`src/rtl/inst_mem_loader.sv`:
```
// Streams a big-endian program image (word count, then words) into instruction memory,
// holding the CPU until the load completes. Define INST_LOADER_CHECKSUM_EN to require a
// trailing 32-bit sum of all written words before the image is accepted.
module inst_mem_loader #(
    parameter int unsigned ADDR_W    = 10,
    parameter logic [31:0] BASE_ADDR = 32'h0000_0000
) (
    input  logic        clk,
    input  logic        rst_n,
    input  logic        start,
    input  logic        byte_valid,
    input  logic [7:0]  byte_data,
    output logic        byte_ready,
    output logic        im_wr_en,
    output logic [31:0] im_wr_addr,
    output logic [31:0] im_wr_data,
    output logic        cpu_hold,
    output logic        done,
    output logic        error
);

    typedef enum logic [2:0] {
        StIdle,
        StHdr,
        StData,
        StWrite,
        StDone,
`ifdef INST_LOADER_CHECKSUM_EN
        StErr,
        StCsum
`else
        StErr
`endif
    } state_e;

    state_e        state_q, state_d;
    logic [1:0]    cnt_q, cnt_d;
    logic [23:0]   shift_q, shift_d;
    logic [ADDR_W:0] n_q, n_d;
    logic [ADDR_W:0] idx_q, idx_d;
    logic [31:0]   addr_q, addr_d;
    logic [31:0]   data_q, data_d;
`ifdef INST_LOADER_CHECKSUM_EN
    logic [31:0]   sum_q, sum_d;
`endif

    logic          accept;
    logic          last_byte;
    logic [31:0]   full_word;
    logic [ADDR_W:0] idx_inc;
    logic          too_big;

    assign accept    = byte_valid && byte_ready;
    assign last_byte = accept && (cnt_q == 2'd3);
    assign full_word = {shift_q, byte_data};
    assign idx_inc   = idx_q + {{ADDR_W{1'b0}}, 1'b1};
    // N == 2^ADDR_W exactly fills the memory and is legal.
    assign too_big   = ({32'd0, full_word} > (64'd1 << ADDR_W));

    assign im_wr_addr = addr_q;
    assign im_wr_data = data_q;

    always_ff @(posedge clk) begin
        if (!rst_n) begin
            state_q <= StIdle;
            cnt_q   <= 2'd0;
            shift_q <= 24'd0;
            n_q     <= '0;
            idx_q   <= '0;
            addr_q  <= BASE_ADDR;
            data_q  <= 32'd0;
`ifdef INST_LOADER_CHECKSUM_EN
            sum_q   <= 32'd0;
`endif
        end else begin
            state_q <= state_d;
            cnt_q   <= cnt_d;
            shift_q <= shift_d;
            n_q     <= n_d;
            idx_q   <= idx_d;
            addr_q  <= addr_d;
            data_q  <= data_d;
`ifdef INST_LOADER_CHECKSUM_EN
            sum_q   <= sum_d;
`endif
        end
    end

    always_comb begin
        state_d = state_q;
        cnt_d   = cnt_q;
        shift_d = shift_q;
        n_d     = n_q;
        idx_d   = idx_q;
        addr_d  = addr_q;
        data_d  = data_q;
`ifdef INST_LOADER_CHECKSUM_EN
        sum_d   = sum_q;
`endif

        byte_ready = 1'b0;
        im_wr_en   = 1'b0;
        cpu_hold   = 1'b1;
        done       = 1'b0;
        error      = 1'b0;

        // Partial bytes survive any stall because the shifter only moves on acceptance.
        if (accept) begin
            shift_d = {shift_q[15:0], byte_data};
            cnt_d   = cnt_q + 2'd1;
        end

        unique case (state_q)
            StIdle: begin
                if (start) begin
                    state_d = StHdr;
                    cnt_d   = 2'd0;
                    idx_d   = '0;
`ifdef INST_LOADER_CHECKSUM_EN
                    sum_d   = 32'd0;
`endif
                end
            end

            StHdr: begin
                byte_ready = 1'b1;
                if (last_byte) begin
                    idx_d = '0;
                    if (too_big) begin
                        state_d = StErr;
                    end else if (full_word == 32'd0) begin
`ifdef INST_LOADER_CHECKSUM_EN
                        state_d = StCsum;
`else
                        state_d = StDone;
`endif
                    end else begin
                        n_d     = full_word[ADDR_W:0];
                        state_d = StData;
                    end
                end
            end

            StData: begin
                byte_ready = 1'b1;
                if (last_byte) begin
                    data_d  = full_word;
                    addr_d  = BASE_ADDR + (32'(idx_q) << 2);
                    state_d = StWrite;
                end
            end

            StWrite: begin
                im_wr_en = 1'b1;
                idx_d    = idx_inc;
`ifdef INST_LOADER_CHECKSUM_EN
                sum_d    = sum_q + data_q;
`endif
                if (idx_inc == n_q) begin
`ifdef INST_LOADER_CHECKSUM_EN
                    state_d = StCsum;
`else
                    state_d = StDone;
`endif
                end else begin
                    state_d = StData;
                end
            end

`ifdef INST_LOADER_CHECKSUM_EN
            StCsum: begin
                byte_ready = 1'b1;
                if (last_byte) begin
                    state_d = (full_word == sum_q) ? StDone : StErr;
                end
            end
`endif

            StDone: begin
                done     = 1'b1;
                cpu_hold = 1'b0;
                if (start) begin
                    state_d = StHdr;
                    cnt_d   = 2'd0;
                    idx_d   = '0;
`ifdef INST_LOADER_CHECKSUM_EN
                    sum_d   = 32'd0;
`endif
                end
            end

            StErr: begin
                error = 1'b1;
                if (start) begin
                    state_d = StHdr;
                    cnt_d   = 2'd0;
                    idx_d   = '0;
`ifdef INST_LOADER_CHECKSUM_EN
                    sum_d   = 32'd0;
`endif
                end
            end

            default: begin
                state_d = StIdle;
            end
        endcase
    end

endmodule

```
`config.mk`:
```
export PLATFORM = sky130hd
export DESIGN_NAME = inst_mem_loader
export DESIGN_NICKNAME = d
export VERILOG_FILES = /design/src/rtl/inst_mem_loader.sv
export SDC_FILE = /design/constraint.sdc
export NUM_CORES = 1
export LEC_CHECK = 0
export ABC_AREA = 1
export CORE_ASPECT_RATIO = 0.8
export CORE_MARGIN = 3
export CORE_UTILIZATION = 33
export DETAILED_ROUTE_END_ITERATION = 7
export MAX_ROUTING_LAYER = met4
export SETUP_SLACK_MARGIN = 0.3
export SLEW_MARGIN = 5
export SYNTH_ARGS = -nofsm -noshare
export SYNTH_HDL_FRONTEND = slang
export SYNTH_SLANG_ARGS = --single-unit
```
`constraint.sdc`:
```
create_clock -name clk -period 1.9 [get_ports clk]
set_clock_uncertainty 0.05 [all_clocks]
set_input_delay 0.285 -clock clk [delete_from_list [all_inputs] [get_ports clk]]
set_output_delay 0.285 -clock clk [all_outputs]
set_load 0.03 [all_outputs]
```
=== Word level (Yosys, flattened, before mapping) ===
Index checks and enable logic that the tools add are counted.

* Bitwise operators: 2
* $add $sub $neg: 2
* Equality and inequality tests: 10
* Mux-type cells: 18
* Reductions and logical operators: 11
* Magnitude comparators: 1

{| class="wikitable"
|+ Operators with widths
! cell !! count
|-
| $pmux W11 S3 || 1
|-
| $gt A32 B11 Y1 const B || 1
|-
| $logic_not A32 Y1 || 1
|-
| $mux W11 || 2
|-
| $mux W3 || 6
|-
| $pmux W3 S4 || 1
|-
| $add A11 B1 Y11 const B || 1
|-
| $eq A11 B11 Y1 || 1
|-
| $eq A3 B2 Y1 const B || 2
|-
| $eq A3 B3 Y1 const B || 2
|-
| $mux W2 || 3
|-
| $reduce_and A3 Y1 || 2
|-
| $mux W1 || 5
|-
| $ne A2 B2 Y1 const B || 2
|-
| $reduce_and A4 Y1 || 1
|-
| $eq A3 B1 Y1 const B || 1
|-
| $logic_not A3 Y1 || 1
|-
| $reduce_bool A3 Y1 || 1
|-
| $reduce_or A3 Y1 || 1
|-
| $add A2 B1 Y2 const B || 1
|-
| $eq A2 B2 Y1 const B || 1
|-
| $logic_and A1 B1 Y1 || 2
|-
| $ne A2 B1 Y1 const B || 1
|-
| $not A1 Y1 || 2
|-
| 2 further kinds || 2
|}

* Flip-flop bits (word level): 94
* Input bits: 12
* Logic and storage cells: 51
* Output and inout port bits: 69

=== Depth between registers and ports, before layout ===
Gate-level depths: netlist of the first run.

* Word-level depth: 7
* Mapped depth: 14
* Gate-level depth less buffers: 14

=== Least setup slack after synthesis of the first run ===
Ideal clock, no wire load.

* Path kind: register to register
* From: register idx_q[0]
* To: register state_q[2]
* Buffers on the path: 0
* Data required time: 1.780 ns
* Setup slack: 0.191 ns
* Stages on the path, launching flop included: 11
* Arrival time: 1.589 ns
* Library setup time: 0.070 ns
* Clock period less this slack: 1.709 ns
* Cell sequence: dfxtp_1 ha_1 nand2_1 nor2_1 nand3_1 xnor3_1 nor2_1 nand3_1 nand2_1 nand2_1 a21oi_1

* Cells in the longest elaborated chain, start to end: 4

{| class="wikitable"
|+ Ends and longest elaborated chain
! what !! line !! text
|-
| from (decl) || 40 || <nowiki>logic [ADDR_W:0] idx_q, idx_d;</nowiki>
|-
| from (signal assigned) || 80 || <nowiki>idx_q <= idx_d;</nowiki>
|-
| $add A11 B1 Y11 || 56 || <nowiki>assign idx_inc = idx_q + {{ADDR_W{1'b0}}, 1'b1};</nowiki>
|-
| $eq A11 B11 Y1 || 159 || <nowiki>if (idx_inc == n_q) begin</nowiki>
|-
| $mux W3 || 159 ||
|-
| $pmux W3 S4 || 113 || <nowiki>unique case (state_q)</nowiki>
|-
| to (signal assigned) || 65 || <nowiki>state_q <= StIdle;</nowiki>
|-
| to (signal assigned) || 76 || <nowiki>state_q <= state_d;</nowiki>
|-
| to (decl) || 36 || <nowiki>state_e state_q, state_d;</nowiki>
|}

Every way passes these cells.
A chain may end at the register's enable or synchronous reset.

=== Worst setup path after layout of the first run ===
* From: register shift_q[14]
* To: register n_q[10]

* Cells in the longest elaborated chain, start to end: 3
* Elaborated cells on any way between the ends: 5
* Classes of those cells: 1 x order compare; 2 x bitwise; 2 x reduce/logical

{| class="wikitable"
|+ Ends and longest elaborated chain
! what !! line !! text
|-
| from (decl) || 38 || <nowiki>logic [23:0] shift_q, shift_d;</nowiki>
|-
| from (signal assigned) || 78 || <nowiki>shift_q <= shift_d;</nowiki>
|-
| $gt A32 B11 Y1 or $logic_not A32 Y1 (tied branches) || 58, 131 ||
|-
| $not A1 Y1 (no source line) || -- ||
|-
| $reduce_and A4 Y1 (no source line) * || -- ||
|-
| to (signal assigned) || 79 || <nowiki>n_q <= n_d;</nowiki>
|-
| to (decl) || 39 || <nowiki>logic [ADDR_W:0] n_q, n_d;</nowiki>
|}

Mark *: on every way between the ends. The rest lies on a longest branch, timed or not.

==> impl_metrics.json, run 1 <==
{
  "core_area_um2": 12300,
  "synth_top_cell_by_area": "dfxtp_1",
  "cts_inserted_buffers": 9,
  "antenna_found_initial": 0,
  "layout.area.seq_um2": 1930,
  "grt_pass1_vias": 4196,
  "synthCells": 583,
  "start_kind": "flop",
  "start_util": 0.340,
  "r2r_slack_ns": -0.06,
  "reg2reg_depth": 10,
  "cts-root-buf": "clkbuf_16",
  "die-width_um": 132,
  "multi_input_area_um2": 3070,
  "clk_path_buf_depth": 2,
  "period_needed_ns": 1.96,
  "routed-wl-met2_mm": 7.48,
  "hold_path_depth": 4,
  "rsz0062_at_grt": "true",
  "dp_hpwl_mm": 8.20,
  "irDropWorstVdd_v": 0.000631,
  "clk-insertion-delay-late_ns": 0.36,
  "pre_cts_ws_ns": -0.336,
  "antenna_cells": 0,
  "worstPathArrival_ns": 2.18,
  "yosys_warnings": 0,
  "setup_viol_count_final": 2,
  "track_usage": 0.202,
  "holdWs_ns": 0.327,
  "topRoutingLayerUsed": "met4",
  "crit_chain": "nor2_4 > nand2_1 > nor3_2 > buf_4 > a21boi_4 > nand2_2 > nor2_4 > buf_6 > nand2_2 > a21oi_1",
  "wl_mm": 16.1,
  "setup_slack_ns": -0.0592,
  "vias": 4636,
  "grt_overflow": 0,
  "drt-pass1-iter-count": 5,
  "pwr_density_cell_nw_per_um2": 812,
  "timing.rr.end": "n_q[10]",
  "period_share": 1.03,
  "synthFlopType": "dfxtp_1",
  "ys_top_cells_by_area": "dfxtp_1 (45%), nand2_1 (11%), a21oi_1 (10%), nor2_1 (7.4%), nand3_1 (6.2%)",
  "grt_pass1_wl_mm": 21.9,
  "synth_top_area_share": 0.450,
  "hp-class": "in2reg",
  "synth_commonest_cells": "nand2_1 (122), dfxtp_1 (94), a21oi_1 (84)",
  "io_buffer_count": 59,
  "drc": 0,
  "synth_edf_count": 0,
  "drv_cap": 0,
  "synth_seq_area_share": 0.450,
  "clock_sinks": 94,
  "finalHoldViolCount": 0,
  "path_buf_inv": 2,
  "clk_pin_slew_worst_paths_ns": 0.07,
  "chipHeight_um": 107,
  "place_congestion": 0.900,
  "critPathTopFamily": "simple AND/OR/NAND/NOR gates",
  "status": "finished with violations",
  "cts_tree": "yes",
  "leakagePower_nw": 3.03,
  "synthArstFlopShare": 0,
  "syn_area_um2": 4180,
  "die-area_um2": 14100,
  "ctsHoldBuffers": 0,
  "critPathKind": "reg2reg",
  "regToRegStartpoint": "shift_q[14]",
  "fillers": 932,
  "slew_violations": 0,
  "finalPower_w": 0.00615,
  "wl_per_cell_um": 17.7,
  "yosysUniqueCellTypes": 31,
  "critPathMaxFanout": 4,
  "synth_most_common_cell": "nand2_1",
  "met3_length_mm": 1.07,
  "crit_required_ns": 2.12,
  "fmax_mhz": 510,
  "hold_path_startpoint": "byte_data[3]",
  "whs_endpoint": "n_q[3]",
  "drt_iter0_drc": 327,
  "endpoint_kind": "flop",
  "area_growth_pct": 81.0,
  "wl_met1_mm": 7.11,
  "ioPinCount": 81,
  "slowest_delay_ns": 0.39,
  "drive_gt1_frac": 0.516,
  "violations": "negative setup slack",
  "synth_seq_cells": 94,
  "vias_per_cell": 5.09,
  "grt_max_degree": 55,
  "rows": 36,
  "syn-mean-instance-area_um2": 7.18,
  "drtAntennaViolNets": 0,
  "layout.nets": 748,
  "htreeDepth": 3,
  "crit_slowest_cell": "dfxtp_2"
}
-- worst max path at each step --
stage / startpoint / endpoint / slack (ns) / cells past startpoint
2_1_floorplan: idx_q[1] / state_q[2] / 0.27 / 10
3_3_place_gp: byte_data[6] / n_q[0] / -0.24 / 9
3_5_place_dp: byte_data[6] / n_q[8] / -0.34 / 9
4_1_cts: idx_q[1] / state_q[2] / 0.14 / 13
5_1_grt: shift_q[14] / n_q[10] / -0.12 / 10
6_report: shift_q[14] / n_q[10] / -0.06 / 10
-- registers in the layout (all words and copies together) (netlist names) --
register    count
im_wr_data     32
shift_q        24
idx_q          11
im_wr_addr     11
n_q            11
state_q         3
cnt_q           2
-- cells by family (layout without fill, tap and decap cells) --
kind of cell    count (synthesis)  count (layout)  synth area share
simple gates                  276             276             0.285
compound gates                116             116             0.141
fa+ha+maj                       2               2           0.00598
xor+xnor                        6               6            0.0159
other cells                     1              21          0.000896
buf+inv                        88             224             0.102
flops                          94              94             0.450
-- worst min-delay path, cell delays in order --
cell and delay [ns]:
dlymetal6s2s_1 0.15, buf_4 0.15, nand2_2 0.06, a21oi_2 0.04
-- final cells by class --
class / count / share of cell area
Clock buffer: 11 / 0.0334
Timing Repair Buffer: 168 / 0.246
Inverter: 39 / 0.0218
Sequential cell: 94 / 0.255
Tap cell: 171 / 0.0283
Clock inverter: 5 / 0.00843
Timing Repair inverter: 1 / 0.00116
Multi-Input combinational cell: 421 / 0.406
-- metrics by stage --
| step | setup TNS [ns] | util | cell area [um2] | std cells |
|---|---|---|---|---|
| 2_1_floorplan | 0 | - | 4290 | 603 |
| 4_1_cts | 0 | 0.513 | 6310 | 879 |
| 3_5_place_dp | -3.85 | 0.417 | 5120 | 822 |
| 6_report | -0.0653 | 0.616 | 7570 | 910 |
| 5_1_grt | -0.623 | 0.616 | 7570 | 910 |
| 3_3_place_gp | -2.71 | 0.417 | 5120 | 822 |
-- layout by cell type, fill, tap and decap left out, drive strengths merged, types with 2 or more instances in the layout --
| cell | n |
|---|---|
| nand2 | 128 |
| buf | 109 |
| dfxtp | 94 |
| nor2 | 87 |
| a21oi | 84 |
| nand3 | 52 |
| dlygate4sd2 | 47 |
| inv | 39 |
| o21ai | 30 |
| conb | 21 |
| clkbuf | 15 |
| clkdlybuf4s50 | 5 |
| nand3b | 3 |
| xor2 | 3 |
| nor3 | 3 |
| clkinv | 3 |
| clkinvlp | 2 |
| dlymetal6s2s | 2 |
| nor4 | 2 |
| xnor2 | 2 |
| ha | 2 |
-- routing by layer --
layer  GRT usage  up-vias
li1            -     2165
met1       0.276     2235
met2       0.299      192
met3      0.0488       44
met4      0.0577        0
met5           -        -
-- report_power, final --
| part | internal [W] | leakage, nW | switching, W | total (W) |
|---|---|---|---|---|
| logic | 0.000893 | 2.10 | 0.00101 | 0.00191 |
| clock network | 0.00110 | 0.153 | 0.000835 | 0.00194 |
| registers | 0.00212 | 0.774 | 0.000184 | 0.00230 |
| total | 0.00411 | 3.03 | 0.00203 | 0.00615 |
-- what timing repair did --
action	CTS	global route
pin swaps	29	86
setup buffers	32	25
gates cloned	9	6
endpoints found under the setup margin	130	95
resized for setup	172	282
Power figures use the tool's default switching activity.
==> run 2: changes to the inputs <==
--- a/config.mk
+++ b/config.mk
@@ -10,6 +10,7 @@
 export CORE_MARGIN = 3
 export CORE_UTILIZATION = 33
 export DETAILED_ROUTE_END_ITERATION = 7
+export GPL_TIMING_DRIVEN = 0
 export MAX_ROUTING_LAYER = met4
 export SETUP_SLACK_MARGIN = 0.3
 export SLEW_MARGIN = 5
==> impl_metrics.json, run 2 (synthesis gave the netlist of run 1 again) <==
{
  "status": "finished, final reports clean",
  "pre_cts_ws_ns": -0.533,
  "ioPinCount": 81,
  "vias_per_cell": 4.87,
  "drt-pass1-iter-count": 4,
  "crit_required_ns": 2.12,
  "layout.nets": 754,
  "vias": 4459,
  "r2r_slack_ns": 0.12,
  "routed-wl-met2_mm": 6.63,
  "cts-root-buf": "clkbuf_16",
  "grt_max_degree": 17,
  "irDropWorstVdd_v": 0.000522,
  "grt_pass1_wl_mm": 22.0,
  "drc": 0,
  "hp-class": "in2reg",
  "tightest_slew_ns": 0.750,
  "drive_gt1_frac": 0.460,
  "finalHoldViolCount": 0,
  "fmax_mhz": 562,
  "track_usage": 0.200,
  "clk_pin_slew_worst_paths_ns": 0.07,
  "slew_violations": 0,
  "cts_tree": "yes",
  "clk_path_buf_depth": 2,
  "drv_cap": 0,
  "topRoutingLayerUsed": "met4",
  "final_common_cell": "nand2_1",
  "largest_reg_flops": 32,
  "wl_met1_mm": 6.35,
  "chipHeight_um": 107,
  "io_buffer_count": 58,
  "wl_mm": 14.2,
  "critPathMaxFanout": 4,
  "placed_cells": 832,
  "max-slew-margin-rel": 0.500,
  "holdWs_ns": 0.346,
  "clock_sinks": 94,
  "start_kind": "flop",
  "die-width_um": 132,
  "cts_inserted_buffers": 9,
  "htreeDepth": 3,
  "finalPower_w": 0.00556,
  "area_growth_pct": 66.7,
  "setup_viol_count_final": 0,
  "pwr_density_cell_nw_per_um2": 797,
  "core_area_um2": 12300,
  "grt_overflow": 0,
  "antenna_cells": 0,
  "die-area_um2": 14100,
  "rsz0062_at_grt": "true",
  "dp_hpwl_mm": 8.69,
  "setup_slack_ns": 0.121,
  "critPathKind": "reg2reg",
  "place_congestion": 0.867,
  "antenna_found_initial": 0,
  "drtAntennaViolNets": 0,
  "clk-insertion-delay-late_ns": 0.35,
  "grt_pass1_vias": 4249,
  "met3_length_um": 920,
  "start_util": 0.340,
  "period_needed_ns": 1.78,
  "endpoint_kind": "flop",
  "final_cell_mix": "nand2_1 (71), dfxtp_1 (70), buf_4 (60)",
  "final_cells": 916,
  "rows": 36,
  "postLayoutCoreUtil": 0.567,
  "period_share": 0.936,
  "wl_per_cell_um": 15.5,
  "drt_iter0_drc": 382,
  "ctsHoldBuffers": 0,
  "leakagePower_nw": 2.89,
  "worstPathArrival_ns": 2.00
}
run 2: per-stage QoR:
stage,area (um2),TNS [ns]
after floorplan,4290,0
after global placement,5080,-7.02
after detailed placement,5080,-8.46
after CTS,6350,0
after global routing,6970,-0.0110
final,6970,0
run 2: final cells by class:
class | instances | area [um2]
fillers | 1042 | 5320
multi-input cells | 422 | 2740
flip-flops and latches | 94 | 1930
repair buffers | 124 | 1240
plain buffers | 49 | 405
clock buffers | 10 | 229
well taps | 171 | 214
inverters | 39 | 160
clock inverters | 6 | 43.8
repair inverters | 1 | 11.3
run 2: final timing paths:
check | startpoint | to | cells after the start
worst max register to register | idx_q[0] | state_q[2] | 13
worst min register to register | im_wr_data[4] | im_wr_data[4] | 2
worst max-delay path | idx_q[0] | state_q[2] | 13
worst min-delay path | byte_data[3] | n_q[3] | 3
run 2: repair_timing:
item / CTS / global route
gates resized for setup: 250 / 168
endpoints found under the setup margin: 135 / 97
pin swaps: 29 / 45
cloned: 10 / 2
setup buffers: 38 / 18
run 2: worst max-delay path, cell delays in order, from the launching register on:
cell,delay (ns)
dfxtp_4,0.38
ha_4,0.17
nand2_8,0.07
nor2_4,0.18
nand2_2,0.08
nand2_2,0.08
nand3b_1,0.07
nand2_1,0.07
nand3_1,0.07
nor2_2,0.15
nand3_1,0.09
nand2_1,0.07
nand2_1,0.06
a21oi_2,0.10
run 2: per-layer routing:
layer / vias up / track usage
li1: 2182 / -
met3: 19 / 0.0324
met1: 2096 / 0.268
met5: - / -
met2: 162 / 0.309
met4: 0 / 0.0705
run 2: power breakdown:
group          internal (W)  switching [W]  leakage [nW]  total [W]
registers           0.00211       0.000152         0.773    0.00226
clock network      0.000895       0.000805         0.133    0.00170
logic              0.000706       0.000886          1.98    0.00159
==> run 3: changes to the inputs <==
--- a/config.mk
+++ b/config.mk
@@ -12,6 +12,7 @@
 export DETAILED_ROUTE_END_ITERATION = 7
 export GPL_TIMING_DRIVEN = 0
 export MAX_ROUTING_LAYER = met4
+export PLACE_DENSITY_LB_ADDON = 0.15
 export SETUP_SLACK_MARGIN = 0.3
 export SLEW_MARGIN = 5
 export SYNTH_ARGS = -nofsm -noshare
==> impl_metrics.json, run 3 (synthesis gave the netlist of run 1 again) <==
{
  "ioPinCount": 81,
  "chipHeight_um": 107,
  "grt_max_degree": 17,
  "clk_path_buf_depth": 2,
  "drt-pass1-iter-count": 5,
  "area_growth_pct": 63.4,
  "power_frac_clock": 0.345,
  "antenna_found_initial": 0,
  "grt_pass1_wl_mm": 21.3,
  "drtAntennaViolNets": 0,
  "setup_slack_ns": 0.0973,
  "final_common_cell": "dfxtp_1",
  "seqPwrFrac": 0.417,
  "place_congestion": 0.850,
  "hp-class": "in2reg",
  "drt_iter0_drc": 331,
  "leakagePower_nw": 2.80,
  "vias": 4350,
  "tightest_slew_ns": 0.723,
  "power_switching_w": 0.00171,
  "antenna_cells": 0,
  "grt_overflow": 0,
  "status": "finished, final reports clean",
  "fin_setup_tns_ns": 0,
  "p_comb_frac": 0.239,
  "critPathMaxFanout": 5,
  "placedInstanceArea_um2": 5080,
  "core_area_um2": 12300,
  "period_needed_ns": 1.80,
  "start_util": 0.340,
  "design_area_um2": 6840,
  "max-slew-margin-rel": 0.518,
  "fmax_mhz": 555,
  "reg2reg_depth": 10,
  "finalPower_w": 0.00541,
  "timing.rr.end": "state_q[2]",
  "setup_viol_count_final": 0,
  "holdWs_ns": 0.350,
  "fillers": 1129,
  "period_share": 0.949,
  "cts_inserted_buffers": 9,
  "rows": 36,
  "largest_reg_flops": 32,
  "vias_per_cell": 4.84,
  "start_kind": "flop",
  "pre_cts_ws_ns": -0.537,
  "cts_tree": "yes",
  "swShare": 0.316,
  "grt_pass1_vias": 4075,
  "irDropWorstVdd_v": 0.000452,
  "slew_violations": 0,
  "worstPathArrival_ns": 2.01,
  "crit_required_ns": 2.11,
  "drive_gt1_frac": 0.433,
  "final_cell_mix": "dfxtp_1 (72), nand2_1 (70), nor2_1 (52)",
  "die-area_um2": 14100,
  "clk_pin_slew_worst_paths_ns": 0.07,
  "internal_power_w": 0.00370,
  "ctsHoldBuffers": 0,
  "layout.nets": 736,
  "rsz0062_at_grt": "true",
  "cts-root-buf": "clkbuf_16",
  "drc": 0,
  "wl_mm": 14.2,
  "io_buffer_count": 58,
  "crit_end": "state_q[2]",
  "wl_per_cell_um": 15.8,
  "drv_cap": 0,
  "cp-startpoint": "idx_q[1]",
  "die-width_um": 132,
  "dp_hpwl_mm": 8.93,
  "pwr_density_cell_nw_per_um2": 792,
  "htreeDepth": 3,
  "regToRegStartpoint": "idx_q[1]",
  "finalHoldViolCount": 0,
  "clk-insertion-delay-late_ns": 0.34,
  "track_usage": 0.196,
  "clock_sinks": 94,
  "critPathKind": "reg2reg",
  "endpoint_kind": "flop",
  "r2r_slack_ns": 0.1
}
-- run 3: changes by cell type in the layout (fill, tap and decap cells not counted), moves of 3 or more --
cell,previous run,this run
nor2_4,12,17
o21ai_0,9,19
clkdlybuf4s50_1,5,2
buf_4,60,47
nor2_2,23,17
o21ai_2,11,2
nand2_2,38,26
buf_6,26,19
nand2_4,16,29
inv_4,1,5
buf_16,5,2
dlygate4sd2_1,48,51
-- run 3: worst min-delay path by stage --
stage / slack (ns) / cells after the start / from / end
finish: 0.35 / 3 / rst_n / shift_q[13]
global route: 0.35 / 3 / byte_data[3] / n_q[3]
CTS: 0.34 / 3 / rst_n / shift_q[13]
detailed placement: 0.40 / 2 / im_wr_data[28] / im_wr_data[28]
global placement: 0.40 / 2 / im_wr_data[30] / im_wr_data[30]
floorplan: 0.38 / 2 / byte_data[0] / n_q[0]
-- run 3: area by class of cell --
cell class	count	area, um2	area share
plain buffers	49	398	0.0582
clock buffers	11	243	0.0355
clock inverters	5	66.3	0.00970
inverters	39	166	0.0243
multi-input cells	422	2780	0.407
flip-flops and latches	94	1920	0.281
well taps	171	214	0.0313
repair buffers	106	1030	0.151
repair inverters	1	11.3	0.00165
-- run 3: metrics by stage --
step                utilization  std cells
CTS                       0.476        876
global route              0.556        898
detailed placement        0.413        832
floorplan                     -        603
finish                    0.556        898
global placement          0.413        832
-- run 3: power groups by stage --
stage                     clock network [W]  logic [W]  registers [W]
after floorplan                           0   0.000646        0.00222
after global placement                    0   0.000857        0.00227
after detailed placement                  0   0.000869        0.00227
after CTS                           0.00190    0.00104        0.00224
after global routing                0.00200    0.00140        0.00226
final                               0.00186    0.00129        0.00225
-- run 3: worst max-delay path: stages (launching register included) --
cell,delay (ns)
dfxtp_4,0.38
ha_4,0.17
nand2_8,0.08
nor2_4,0.15
nand3_1,0.16
xnor3_1,0.23
nor2_2,0.17
nand3_2,0.10
nand2_1,0.07
nand2_1,0.05
a21oi_1,0.11
-- run 3: timing repair --
item,4_1_cts,5_1_grt
setup buffers,20,19
setup endpoints to repair,132,93
pin swaps,17,37
cloned,8,3
resized for setup,167,242
-- run 3: metal layers --
layer  vias to the layer above  wire [um]  global-route usage
met3                        13        775              0.0464
met2                       156       6470               0.284
met1                      2053       6790               0.278
li1                       2128          -                   -
met5                         -          0                   -
met4                         0        144              0.0405
